===== config.mk =====
export PLATFORM = sky130hd
export DESIGN_NAME = truth_table_sweeper
export DESIGN_NICKNAME = d
export VERILOG_FILES = /design/src/rtl/tt_sweep_pkg.sv /design/src/rtl/tt_seq_gen.sv /design/src/rtl/truth_table_sweeper.sv
export SDC_FILE = /design/constraint.sdc
export NUM_CORES = 1
export LEC_CHECK = 0
export CORE_ASPECT_RATIO = 0.9
export CORE_MARGIN = 8
export CORE_UTILIZATION = 40
export CTS_BUF_LIST = sky130_fd_sc_hd__clkbuf_8
export DETAILED_ROUTE_END_ITERATION = 16
export PLACE_DENSITY = 0.63
export SLEW_MARGIN = 10
export SYNTH_ARGS = -nofsm -noshare
export SYNTH_HDL_FRONTEND = slang
export SYNTH_SLANG_ARGS = --single-unit

===== constraint.sdc =====
create_clock -name clk -period 2 [get_ports clk]
set_clock_uncertainty 0.1 [all_clocks]
set_input_delay 0.3 -clock clk [delete_from_list [all_inputs] [get_ports clk]]
set_output_delay 0.3 -clock clk [all_outputs]
set_load 0.02 [all_outputs]

===== src/rtl/tt_sweep_pkg.sv =====
// Shared types and helpers for the truth-table sweeper and related pattern
// generators: FSM state encoding, sweep-order constants, Gray encoder.
package tt_sweep_pkg;

  typedef enum logic [1:0] {
    IDLE  = 2'd0,
    SWEEP = 2'd1,
    DONE  = 2'd2
  } state_e;

  localparam logic MODE_BIN  = 1'b0;
  localparam logic MODE_GRAY = 1'b1;

  // Widest vector any sweeper in this family supports.
  localparam int MAX_N_IN = 8;

  // Binary to reflected Gray code; callers zero-extend narrower vectors.
  function automatic logic [MAX_N_IN-1:0] gray_encode(input logic [MAX_N_IN-1:0] bin);
    return bin ^ (bin >> 3'd1);
  endfunction

endpackage


===== src/rtl/tt_seq_gen.sv =====
// Combinational sweep-order encoder: maps a sequence index to the stimulus
// vector, either straight binary or Gray-code order.
module tt_seq_gen
  import tt_sweep_pkg::*;
#(
  parameter int N_IN = 4
) (
  input  logic [N_IN-1:0] idx,
  input  logic            mode,
  output logic [N_IN-1:0] vec
);

  // Select binary or Gray ordering for the given index.
  always_comb begin
    vec = idx;
    if (mode == MODE_GRAY) begin
      vec = N_IN'(gray_encode(MAX_N_IN'(idx)));
    end else begin
      vec = idx;
    end
  end

endmodule


===== src/rtl/truth_table_sweeper.sv =====
// Truth-table sweeper: drives every input combination onto a combinational
// DUT, holds each for DWELL cycles, captures the DUT response into a table
// addressed by vector value and counts vectors with dut_out[0]=1.
// Optional golden-table comparison is enabled by defining TT_CHECK_EN.
module truth_table_sweeper
  import tt_sweep_pkg::*;
#(
  parameter int N_IN  = 4,
  parameter int N_OUT = 1,
  parameter int DWELL = 1
) (
  input  logic               clk,
  input  logic               rst_n,
  input  logic               start,
  input  logic               mode,
  input  logic [N_OUT-1:0]   dut_out,
  output logic [N_IN-1:0]    vec_out,
  output logic               busy,
  output logic               done,
  output logic               tt_valid,
  output logic [N_IN:0]      ones_count,
  input  logic [N_IN-1:0]    rd_addr,
  output logic [N_OUT-1:0]   rd_data
`ifdef TT_CHECK_EN
  ,
  input  logic [2**N_IN-1:0] exp_tt,
  output logic               mismatch,
  output logic [N_IN-1:0]    first_fail_idx
`endif
);

  localparam int IDX_W = N_IN + 1;
  localparam int NVEC  = 2 ** N_IN;
  localparam int DW_W  = (DWELL > 1) ? $clog2(DWELL) : 1;

  // Index of the final vector; idx has one spare bit so it never wraps.
  localparam logic [IDX_W-1:0] LAST_IDX   = IDX_W'(NVEC - 1);
  localparam logic [DW_W-1:0]  DWELL_LAST = DW_W'(DWELL - 1);

  state_e             state_r;
  logic [IDX_W-1:0]   idx_r;
  logic [DW_W-1:0]    dwell_r;
  logic               mode_r;
  logic [N_IN-1:0]    vec_out_r;
  logic               busy_r;
  logic               done_r;
  logic               tt_valid_r;
  logic [N_IN:0]      ones_count_r;
  logic [N_OUT-1:0]   mem_r [NVEC];

  logic               sample_s;
  logic               last_s;
  logic [IDX_W-1:0]   next_idx_s;
  logic [N_IN-1:0]    next_vec_s;

  // Sample strobe in the final dwell cycle of each vector, and next index.
  always_comb begin
    sample_s   = 1'b0;
    last_s     = 1'b0;
    next_idx_s = idx_r + IDX_W'(1);
    if (state_r == SWEEP) begin
      sample_s = (dwell_r == DWELL_LAST);
      last_s   = (idx_r == LAST_IDX);
    end else begin
      sample_s = 1'b0;
      last_s   = 1'b0;
    end
  end

  // Vector the sweep moves to once the current one has been captured.
  tt_seq_gen #(
    .N_IN (N_IN)
  ) u_seq_gen (
    .idx  (next_idx_s[N_IN-1:0]),
    .mode (mode_r),
    .vec  (next_vec_s)
  );

  // Sweep control FSM with registered status outputs.
  always_ff @(posedge clk) begin
    if (!rst_n) begin
      state_r      <= IDLE;
      idx_r        <= '0;
      dwell_r      <= '0;
      mode_r       <= MODE_BIN;
      vec_out_r    <= '0;
      busy_r       <= 1'b0;
      done_r       <= 1'b0;
      tt_valid_r   <= 1'b0;
      ones_count_r <= '0;
    end else begin
      case (state_r)
        IDLE: begin
          done_r <= 1'b0;
          if (start) begin
            state_r      <= SWEEP;
            idx_r        <= '0;
            dwell_r      <= '0;
            mode_r       <= mode;
            vec_out_r    <= '0;
            busy_r       <= 1'b1;
            tt_valid_r   <= 1'b0;
            ones_count_r <= '0;
          end
        end
        SWEEP: begin
          if (sample_s) begin
            ones_count_r <= ones_count_r + (N_IN+1)'(dut_out[0]);
            dwell_r      <= '0;
            idx_r        <= next_idx_s;
            if (last_s) begin
              // vec_out keeps the last vector through the DONE cycle.
              state_r    <= DONE;
              busy_r     <= 1'b0;
              done_r     <= 1'b1;
              tt_valid_r <= 1'b1;
            end else begin
              vec_out_r  <= next_vec_s;
            end
          end else begin
            dwell_r <= dwell_r + DW_W'(1);
          end
        end
        DONE: begin
          done_r  <= 1'b0;
          state_r <= IDLE;
        end
        default: begin
          state_r <= IDLE;
          busy_r  <= 1'b0;
          done_r  <= 1'b0;
        end
      endcase
    end
  end

  // Capture table, addressed by vector value; not cleared by reset.
  always_ff @(posedge clk) begin
    if (rst_n && sample_s) begin
      mem_r[vec_out_r] <= dut_out;
    end
  end

`ifdef TT_CHECK_EN
  logic            mismatch_r;
  logic [N_IN-1:0] first_fail_idx_r;

  // Sticky golden-table comparison; remembers the first failing vector.
  always_ff @(posedge clk) begin
    if (!rst_n) begin
      mismatch_r       <= 1'b0;
      first_fail_idx_r <= '0;
    end else if ((state_r == IDLE) && start) begin
      mismatch_r       <= 1'b0;
      first_fail_idx_r <= '0;
    end else if (sample_s && !mismatch_r && (dut_out[0] != exp_tt[vec_out_r])) begin
      mismatch_r       <= 1'b1;
      first_fail_idx_r <= vec_out_r;
    end
  end

  assign mismatch       = mismatch_r;
  assign first_fail_idx = first_fail_idx_r;
`endif

  assign vec_out    = vec_out_r;
  assign busy       = busy_r;
  assign done       = done_r;
  assign tt_valid   = tt_valid_r;
  assign ones_count = ones_count_r;
  assign rd_data    = mem_r[rd_addr];

endmodule


==> summary.md <==
| Metric | Value |
|---|---|
| Area Overhead vs Synth | `25.4%` |
| Gr usage total | `0.126` |
| Layout net count | `223` |
| Fin cells | `272` |
| Post-DP Area | `2160 um^2` |
| WL final | `4020 um` |
| Failing checks | `setup timing` |
| Site Rows | `23` |
| Gr ovfl total | `0` |
| Synth warn | `0` |
| Clock Sinks | `37` |
| Initial antenna violation count | `0` |
| Post-Synthesis Cells | `173` |
| Synthesized area | `1780 um^2` |
| Design Area, Final | `2230 um^2` |
| Place WS | `-878 ps` |
| I/O Buffers | `21` |
| Async S/R FF share, synth | `0` |
| HPWL Detailed | `2990 um` |
| Initial core utilization | `0.407` |
| Worst Tran Pin Value | `452 ps` |
| Placed cells | `265` |
| Post-Syn Nets | `186` |
| # H-tree levels | `2` |
| Largest net degree at the start of global routing | `17` |
| Critical Path Sink Type | `output port` |
| Number of synthesized flops with an enable pin | `16` |
| Clock Path Buffers | `2` |
| Vias post-DR | `1418` |
| Pwr dens | `652 nW/um^2` |
| Peak supply drop | `0.000386 V` |
| Ordered cell list for the critical path | `mux4_2 -> mux4_2 -> buf_6` |
| Yosys reg bits | `37` |
| Reg2reg setup slack | `100 ps` |
| Worst Setup EP | `rd_data` |
| Crit-path max FO | `1` |
| # Max-Cap Violations | `0` |
| Die Y | `79.3 um` |
| Root Driver | `clkbuf_8` |
| Slew HR | `0.699` |
| Avg Inst Size Synth | `10.3 um^2` |
| TritonCTS clock tree | `built` |
| RR Endpoint | `vec_out[0]$_SDFFE_PN0P_` |
| Worst setup margin | `-162 ps` |
| Gpl congestion | `0.819` |
| Final hold viol count | `0` |
| Post-CTS Setup Repair Bufs | `0` |
| WL/cell | `14.8 um` |
| Outcome | `finished with violations` |
| DRT iter0 DRCs | `49` |
| Fin crit share | `1.08` |
| HP Class | `reg2reg` |
| Hold buffer count at CTS | `0` |
| Drt first pass iters | `4` |
| Crit path DAT | `1760 ps` |
| Vias in the first global route | `1467` |
| P_leak | `0.774 nW` |
| Core area | `4370 um^2` |
| Clock Latency Late Sink | `290 ps` |
| Unrepaired setup endpoints after global routing | `true` |
| Final setup violation count | `1` |
| IO Count | `22` |
| Final antenna-violating net count | `0` |
| Power, Total | `1.46 mW` |
| Antenna cells | `0` |
| Crit start category | `register` |
| Most frequent CP cell | `mux4_2` |
| Crit path kind | `reg2out` |
| CTS Buf Count | `5` |
| Reg2Reg Depth | `7` |
| Vias per cell | `5.21` |
| Clock-pin slew on the worst setup and hold paths | `70 ps` |
| Die area | `6850 um^2` |
| Reg2reg start | `idx_r[1]$_SDFFE_PN0P_` |
| Global-route wire length before repair | `6800 um` |
| Sequential share of the synthesized area | `0.506` |
| Final max-slew violation count | `0` |
| Min Tclk post-route | `2160 ps` |
| Share of post-route cells with drive strength above 1 | `0.181` |
| Worst Path Required | `1600 ps` |
| Slowest stage cell, crit path | `mux4_2` |
| Top FF cell, synth | `dfxtp_1` |
| # DRC | `0` |
| CP startpoint | `mem_r[15]$_DFFE_PP_` |
| Distinct cell type count of the synthesized netlist | `40` |
| Min Hold Slack | `387 ps` |
| Max incr delay on CP | `490 ps` |
| Die W | `86.3 um` |
| Achievable Freq | `0.463 GHz` |
[worst min-delay path by stage]
stage	depth (start not counted)	start	end	slack (ps)
CTS	2	tt_valid$_SDFFE_PN0P_	tt_valid$_SDFFE_PN0P_	380
global placement	2	ones_count[0]$_SDFFE_PN0P_	ones_count[0]$_SDFFE_PN0P_	360
finish	2	ones_count[0]$_SDFFE_PN0P_	ones_count[0]$_SDFFE_PN0P_	390
detailed placement	2	tt_valid$_SDFFE_PN0P_	tt_valid$_SDFFE_PN0P_	370
floorplan	0	dut_out	mem_r[0]$_DFFE_PP_	300
global route	2	tt_valid$_SDFFE_PN0P_	tt_valid$_SDFFE_PN0P_	420
[routing by layer]
| layer | GRT usage | part of all wire | vias up |
|---|---|---|---|
| li1 | - | - | 705 |
| met1 | 0.132 | 0.42 | 693 |
| met2 | 0.227 | 0.52 | 13 |
| met3 | 0.0433 | 0.040 | 7 |
| met4 | 0.0464 | 0.014 | 0 |
| met5 | 0 | 0 | - |
[cells in the final DEF (no fill, tap or decap), drive strengths merged, types with 6 or more instances in the layout]
cell type,Yosys,final
nand2,13,13
clkbuf,5,6
nand2b,6,6
buf,1,16
clkdlybuf4s50,0,18
dfxtp,21,21
a21oi,12,12
nand3,6,6
o21ai,9,9
nor2,24,24
edfxtp,16,16
[layout make-up]
type	count	area [um^2]
inverter	5	18.8
timing repair buffer	36	322
tap	62	77.6
sequential	37	902
fill	417	2140
clock buffer	5	68.8
multi-input combinational	125	832
clock inverter	2	11.3
[sequential cells by signal (all words and copies together) (netlist names)]
register    count
vec_out         4
done            1
tt_valid        1
state_r         2
idx_r           5
mode_r          1
busy            1
dwell_r         1
mem_r          16
ones_count      5
[what timing repair did]
action | in CTS | in global routing
resized for setup | 9 | 7
setup endpoints to repair | 1 | 3
cloned | 0 | 0
pin swaps | 0 | 1
[synthesized netlist by cell type (3+ instances only)]
library cell / n / area (um^2)
xnor2_1: 3 / 26.3
a31oi_1: 3 / 18.8
a21oi_1: 12 / 60.1
ha_1: 4 / 50.1
nor2_1: 24 / 90.1
dfxtp_1: 21 / 420
mux4_1: 4 / 105
nor3_1: 5 / 25.0
a211oi_1: 4 / 30.0
clkbuf_1: 5 / 18.8
nand2_1: 13 / 48.8
edfxtp_1: 16 / 480
nor2b_1: 5 / 31.3
nand2b_1: 5 / 31.3
o21ai_0: 9 / 45.0
inv_1: 5 / 18.8
nand3_1: 6 / 30.0
[cells by family after synthesis]
group	after synthesis	synth area share
AND/OR/NAND/NOR	74	0.216
XOR/XNOR	4	0.0197
buffers and inverters	11	0.0253
adder cells (fa/ha/maj)	4	0.0281
multiplexers	6	0.0773
AO/OA/AOI/OAI	37	0.128
flip-flops	37	0.506
[metrics by stage]
step,util,setup TNS [ps]
2_1_floorplan,-,0
3_5_place_dp,0.494,-934
4_1_cts,0.512,-193
3_3_place_gp,0.494,-909
5_1_grt,0.510,-223
6_report,0.510,-162
[report_power, final]
group	internal [mW]	leakage [nW]	switching, mW
Clock	0.234	0.0377	0.255
Sequential	0.799	0.315	0.0116
Combinational	0.0759	0.421	0.0807
[worst max-delay path: cells and delay by family, from the launching register on]
kind | cells | cell delay (ps)
flip-flops | 1 | 380
buffers and inverters | 1 | 150
multiplexers | 2 | 960
(Power assumes the default switching activity.)
